<file path="src/rtl/temp_bcd_conv_if.sv">
// Handshake and result bundle between the temperature reader, the BCD converter and the LCD driver.
// The master side drives the raw word; the slave side (converter) returns the BCD result.
interface temp_bcd_conv_if #(
    parameter int unsigned RAW_W = 16
);
    logic [RAW_W-1:0] temp_raw;
    logic             temp_vld;
    logic             busy;
    logic             dout_sign;
    logic [23:0]      dout_bcd;
    logic             dout_ovf;
    logic             dout_vld;

    modport master (
        output temp_raw, temp_vld,
        input  busy, dout_sign, dout_bcd, dout_ovf, dout_vld
    );

    modport slave (
        input  temp_raw, temp_vld,
        output busy, dout_sign, dout_bcd, dout_ovf, dout_vld
    );
endinterface

</file>
<file path="src/rtl/temp_bcd_conv.sv">
// Converts a DS18B20 temperature word into sign + six BCD digits (XX.XXXX degC).
// One scale/clamp cycle, then a 20-step double-dabble; results are held until the next conversion.
module temp_bcd_conv #(
    parameter int unsigned RAW_W   = 16,
    parameter int unsigned SCALE   = 625,
    parameter int unsigned MAX_VAL = 999999,
    parameter int unsigned BIN_W   = 20
) (
    input  logic             clk,
    input  logic             rst_n,
    temp_bcd_conv_if.slave   bus_io
);
    localparam int unsigned ScaledW = RAW_W + 10;
    localparam int unsigned CntW    = $clog2(BIN_W);

    typedef enum logic [1:0] {StIdle, StLoad, StShift, StDone} state_e;

    state_e             state_q, state_d;
    logic [RAW_W-1:0]   raw_q, raw_d;
    logic [BIN_W-1:0]   bin_q, bin_d;
    logic [23:0]        bcd_q, bcd_d;
    logic [CntW-1:0]    cnt_q, cnt_d;
    logic               sign_q, sign_d;
    logic               ovf_q, ovf_d;
    logic               busy_q, busy_d;
    logic               dout_sign_q, dout_sign_d;
    logic [23:0]        dout_bcd_q, dout_bcd_d;
    logic               dout_ovf_q, dout_ovf_d;
    logic               dout_vld_q, dout_vld_d;

    logic [RAW_W-1:0]   mag;
    logic [ScaledW-1:0] scaled;
    logic [23:0]        bcd_adj;

    always_ff @(posedge clk or negedge rst_n) begin
        if (!rst_n) begin
            state_q     <= StIdle;
            raw_q       <= '0;
            bin_q       <= '0;
            bcd_q       <= '0;
            cnt_q       <= '0;
            sign_q      <= 1'b0;
            ovf_q       <= 1'b0;
            busy_q      <= 1'b0;
            dout_sign_q <= 1'b0;
            dout_bcd_q  <= '0;
            dout_ovf_q  <= 1'b0;
            dout_vld_q  <= 1'b0;
        end else begin
            state_q     <= state_d;
            raw_q       <= raw_d;
            bin_q       <= bin_d;
            bcd_q       <= bcd_d;
            cnt_q       <= cnt_d;
            sign_q      <= sign_d;
            ovf_q       <= ovf_d;
            busy_q      <= busy_d;
            dout_sign_q <= dout_sign_d;
            dout_bcd_q  <= dout_bcd_d;
            dout_ovf_q  <= dout_ovf_d;
            dout_vld_q  <= dout_vld_d;
        end
    end

    always_comb begin
        state_d     = state_q;
        raw_d       = raw_q;
        bin_d       = bin_q;
        bcd_d       = bcd_q;
        cnt_d       = cnt_q;
        sign_d      = sign_q;
        ovf_d       = ovf_q;
        busy_d      = busy_q;
        dout_sign_d = dout_sign_q;
        dout_bcd_d  = dout_bcd_q;
        dout_ovf_d  = dout_ovf_q;
        dout_vld_d  = 1'b0;
        mag         = '0;
        scaled      = '0;
        bcd_adj     = bcd_q;

        unique case (state_q)
            StIdle: begin
                if (bus_io.temp_vld) begin
                    raw_d   = bus_io.temp_raw;
                    busy_d  = 1'b1;
                    state_d = StLoad;
                end
            end
            StLoad: begin
                sign_d = raw_q[RAW_W-1];
                // Negation stays 16-bit unsigned so 0x8000 yields 32768.
                mag    = raw_q[RAW_W-1] ? -raw_q : raw_q;
                scaled = ScaledW'(mag) * ScaledW'(SCALE);
                if (scaled > ScaledW'(MAX_VAL)) begin
                    bin_d = BIN_W'(MAX_VAL);
                    ovf_d = 1'b1;
                end else begin
                    bin_d = scaled[BIN_W-1:0];
                    ovf_d = 1'b0;
                end
                bcd_d   = '0;
                cnt_d   = '0;
                state_d = StShift;
            end
            StShift: begin
                for (int i = 0; i < 6; i++) begin
                    if (bcd_q[4*i +: 4] >= 4'd5) bcd_adj[4*i +: 4] = bcd_q[4*i +: 4] + 4'd3;
                end
                bcd_d = {bcd_adj[22:0], bin_q[BIN_W-1]};
                bin_d = {bin_q[BIN_W-2:0], 1'b0};
                cnt_d = cnt_q + CntW'(1);
                if (cnt_q == CntW'(BIN_W - 1)) state_d = StDone;
            end
            StDone: begin
                dout_sign_d = sign_q;
                dout_bcd_d  = bcd_q;
                dout_ovf_d  = ovf_q;
                dout_vld_d  = 1'b1;
                busy_d      = 1'b0;
                state_d     = StIdle;
            end
        endcase
    end

    assign bus_io.busy      = busy_q;
    assign bus_io.dout_sign = dout_sign_q;
    assign bus_io.dout_bcd  = dout_bcd_q;
    assign bus_io.dout_ovf  = dout_ovf_q;
    assign bus_io.dout_vld  = dout_vld_q;
endmodule
</file>
<file path="src/flat_wrapper.sv">
// flat-port wrapper written by rule: the top's interface ports become plain ports
module temp_bcd_conv_flat 
#(
    parameter int unsigned RAW_W   = 16,
    parameter int unsigned SCALE   = 625,
    parameter int unsigned MAX_VAL = 999999,
    parameter int unsigned BIN_W   = 20
)
  (clk, rst_n, bus_io_temp_raw, bus_io_temp_vld, bus_io_busy, bus_io_dout_sign, bus_io_dout_bcd, bus_io_dout_ovf, bus_io_dout_vld);
  temp_bcd_conv_if #(.RAW_W(RAW_W)) bus_io_i ();
  input  logic clk;
  input  logic rst_n;
  input wire logic [$bits(bus_io_i.temp_raw)-1:0] bus_io_temp_raw;
  input wire logic [$bits(bus_io_i.temp_vld)-1:0] bus_io_temp_vld;
  output wire logic [$bits(bus_io_i.busy)-1:0] bus_io_busy;
  output wire logic [$bits(bus_io_i.dout_sign)-1:0] bus_io_dout_sign;
  output wire logic [$bits(bus_io_i.dout_bcd)-1:0] bus_io_dout_bcd;
  output wire logic [$bits(bus_io_i.dout_ovf)-1:0] bus_io_dout_ovf;
  output wire logic [$bits(bus_io_i.dout_vld)-1:0] bus_io_dout_vld;
  assign bus_io_i.temp_raw = bus_io_temp_raw;
  assign bus_io_i.temp_vld = bus_io_temp_vld;
  assign bus_io_busy = bus_io_i.busy;
  assign bus_io_dout_sign = bus_io_i.dout_sign;
  assign bus_io_dout_bcd = bus_io_i.dout_bcd;
  assign bus_io_dout_ovf = bus_io_i.dout_ovf;
  assign bus_io_dout_vld = bus_io_i.dout_vld;
  temp_bcd_conv #(.RAW_W(RAW_W), .SCALE(SCALE), .MAX_VAL(MAX_VAL), .BIN_W(BIN_W)) u_core (.clk(clk), .rst_n(rst_n), .bus_io(bus_io_i));
endmodule
</file>
<file path="config.mk">
export PLATFORM = sky130hd
export DESIGN_NAME = temp_bcd_conv_flat
export DESIGN_NICKNAME = d
export VERILOG_FILES = /design/src/rtl/temp_bcd_conv_if.sv /design/src/rtl/temp_bcd_conv.sv /design/src/flat_wrapper.sv
export SDC_FILE = /design/constraint.sdc
export NUM_CORES = 1
export LEC_CHECK = 0
export ABC_CLOCK_PERIOD_IN_PS = 7400
export CELL_PAD_IN_SITES_DETAIL_PLACEMENT = 2
export CELL_PAD_IN_SITES_GLOBAL_PLACEMENT = 2
export CORE_MARGIN = 1.5
export CORE_UTILIZATION = 39
export CTS_CLUSTER_SIZE = 25
export DETAILED_ROUTE_END_ITERATION = 10
export GPL_TIMING_DRIVEN = 0
export PLACE_DENSITY_LB_ADDON = 0.1
export SLEW_MARGIN = 10
export SYNTH_ARGS = -nofsm -noshare
export SYNTH_HDL_FRONTEND = slang
export SYNTH_SLANG_ARGS = --single-unit
</file>
<file path="constraint.sdc">
create_clock -name clk -period 7.4 [get_ports clk]
set_input_delay 1.11 -clock clk [delete_from_list [all_inputs] [get_ports clk]]
set_output_delay 1.11 -clock clk [all_outputs]
set_load 0.01 [all_outputs]
</file>
==> flow_metrics.env <==
export IMPL_post_route_period_util_pct=97.6
export IMPL_htreeDepth=3
export IMPL_num_vias=5862
export IMPL_required_ps=7580
export IMPL_syn_inst=771
export IMPL_initial_utilization_pct=39.8
export IMPL_hold_depth=1
export IMPL_grt_pass1_vias=6554
export IMPL_cp_end_kind="flop"
export IMPL_gp_congestion=0.794
export IMPL_ys_warn_count=0
export IMPL_die_w_um=141
export IMPL_detail_route_antenna_nets=0
export IMPL_hold_viol=0
export IMPL_crit_arrival_ps=7410
export IMPL_timing_rr_start="u_core.raw_q[3]"
export IMPL_clkLatencyLatePin_ps=360
export IMPL_dp_cells=1052
export IMPL_status="complete, no violations"
export IMPL_die_h_um=141
export IMPL_ys_types=56
export IMPL_worst_slew_pin_transition_ps=875
export IMPL_routed_wl_um=21000
export IMPL_drc=0
export IMPL_coreArea_mm2=0.0188
export IMPL_synth_nets=912
export IMPL_wire_per_inst_um=19.6
export IMPL_ys_ff_latch=97
export IMPL_overflow=0
export IMPL_antenna_cells=0
export IMPL_drt_first_iter_violations=124
export IMPL_synth_seq_area_share_pct=32.5
export IMPL_setup_viol=0
export IMPL_crit_fanout=10
export IMPL_final_cells=1072
export IMPL_synthFlopType="dfrtp_1"
export IMPL_min_path_type="flop to flop"
export IMPL_path_cells="or4_1 > nand2b_1 > or3_1 > or3_1 > or3_1 > or4b_4 > fa_1 > inv_1 > ha_1 > inv_1 > fa_1 > inv_1 > ha_1 > ha_1 > ha_2 > a21oi_2 > o21ai_0 > a2111oi_1 > nor2_1 > nor3_2 > xor2_1 > and4_4 > buf_4 > a41oi_1"
export IMPL_cap_violations=0
export IMPL_grt_max_degree=56
export IMPL_area_growth_pct=16.8
export IMPL_fmax_mhz=138
export IMPL_synth_edf_count=0
export IMPL_cts_buffers=9
export IMPL_antenna_found_initial=0
export IMPL_numClockSinks=97
export IMPL_num_rows=50
export IMPL_hpwl_um=16200
export IMPL_drt_vias_per_instance=5.47
export IMPL_period_minus_slack_ps=7220
export IMPL_grt_usage_pct=21.8
export IMPL_cts_hold_buf=0
export IMPL_ctsRootBufferMaster="clkbuf_16"
export IMPL_clk_pin_slew_ps=80
export IMPL_cts_tree="done"
export IMPL_syn_cell_area_mm2=0.00747
export IMPL_clock_path_buffers=2
export IMPL_layout_drive_gt1_share_pct=11.3
export IMPL_slew_headroom_pct=41.0
export IMPL_die_area_mm2=0.0200
export IMPL_nets=974
export IMPL_worstSetupPathType="flop to flop"
export IMPL_finalClockSkew_ps=8.16
export IMPL_report_final_slew_viol_count=0
export IMPL_min_delay_start="u_core.sign_q"
export IMPL_dr_pass1_iters=4
export IMPL_port_buffers=46
export IMPL_syn_avg_cell_area_um2=9.69
export IMPL_fillers=1987
export IMPL_critPathLaunchType="flop"
export IMPL_crit_path_top_delay_cell="or4_1"
export IMPL_postSynth_asyncResetShare_pct=100
export IMPL_cp_startpoint="u_core.raw_q[3]"
export IMPL_cp_slowest_stage_delay_ps=570
export IMPL_reg2regPathDepth=24
export IMPL_grt_pass1_wl_um=34300
export IMPL_io_pins=47
cell type report:
type                       count  area, um2  share of cell area [%]
sequential                    97       2430                    27.8
multi-input combinational    520       4590                    52.6
timing repair buffer          51        515                    5.90
inverter                     128        480                    5.50
clock buffer                  10        239                    2.74
clock inverter                 6       73.8                   0.846
buffer                        26        111                    1.28
tap                          234        293                    3.35
per-stage QoR:
| stage | TNS, ps | util, % | instance area, um2 | setup WS [ps] | hold slack [ps] |
|---|---|---|---|---|---|
| 6_report | 0 | 46.5 | 8730 | 178 | 508 |
| 5_1_grt | -667 | 46.5 | 8730 | -101 | 528 |
| 4_1_cts | 0 | 45.8 | 8600 | 2.90 | 513 |
| 3_5_place_dp | -4450 | 44.0 | 8250 | -366 | 495 |
| 3_3_place_gp | -1480 | 43.8 | 8230 | -178 | 490 |
| 2_1_floorplan | 0 | - | 7470 | 879 | 473 |
registers in the layout, indices dropped and copies added, names as in the netlist, 2 cells and up:
signal and cells:
u_core.bcd_q 24, u_core.bus_io.dout_bcd 24, u_core.bin_q 20, u_core.raw_q 16, u_core.cnt_q 5, u_core.state_q 2
worst paths after layout:
path | endpoint | slack [ps]
setup reg to reg | u_core.bin_q[3] | 180
setup / recovery | u_core.bin_q[3] | 180
hold / removal | u_core.sign_q | 510
hold reg to reg | u_core.sign_q | 510
min in group asynchronous | u_core.bin_q[15] | 750
max in group asynchronous | u_core.raw_q[4] | 5900
routing by layer:
metal | track usage, % | wire length, um
met2 | 37.2 | 10400
met1 | 29.6 | 9770
met5 | 0 | 0
met3 | 2.77 | 616
met4 | 5.21 | 268
critical path: cells and delay by family, from the launching register on:
family	cells	cell delay, ps
buffers and inverters	4	350
adders and majority gates	6	2260
DFF	1	450
and+or+nand+nor	9	3000
xor gates and xnor gates	1	190
AOI/OAI and AO/OA	4	820
what timing repair did:
action | in CTS | in global routing
buffers inserted | 0 | 4
endpoints found under the hold margin | 0 | 0
pin swaps | 0 | 3
resized for setup | 10 | 20
setup endpoints to repair | 20 | 21
cell usage after synthesis, types with 6 or more instances:
library cell	count	area share (%)
o21ai_0	61	4.1
clkbuf_1	23	1.2
inv_1	127	6.4
nand2b_1	16	1.3
xor2_1	17	2.0
and3_1	8	0.67
xnor2_1	33	3.9
o22ai_1	13	1.1
nor2_1	23	1.2
nor3_1	12	0.80
a21oi_1	28	1.9
nand2_1	29	1.5
dfrtp_1	97	32
mux2_2	43	6.5
a31oi_1	9	0.75
a21o_1	7	0.70
fa_1	31	8.3
nand3_1	19	1.3
a41oi_1	7	0.82
nand3b_1	8	0.80
or3_1	6	0.50
ha_1	91	15
cell families after synthesis:
family                     share of synthesized area, %
xor gates and xnor gates                           5.86
and+or+nand+nor                                    10.1
muxes                                              6.75
buffers and inverters                              7.77
adders and majority gates                          23.5
AOI/OAI and AO/OA                                  13.5
DFF                                                32.5
placed cells by master (no fill, tap or decap), types with 14 or more instances in the layout:
| master | n |
|---|---|
| a21oi_1 | 26 |
| clkbuf_1 | 21 |
| clkdlybuf4s50_1 | 45 |
| dfrtp_1 | 95 |
| fa_1 | 31 |
| ha_1 | 90 |
| inv_1 | 125 |
| mux2_2 | 43 |
| nand2_1 | 29 |
| nand2b_1 | 16 |
| nand3_1 | 18 |
| nor2_1 | 23 |
| o21ai_0 | 61 |
| xnor2_1 | 29 |
| xor2_1 | 14 |
Power is not shown: default switching activity piles up to over one toggle a cycle in this logic, so the estimate is an artifact.
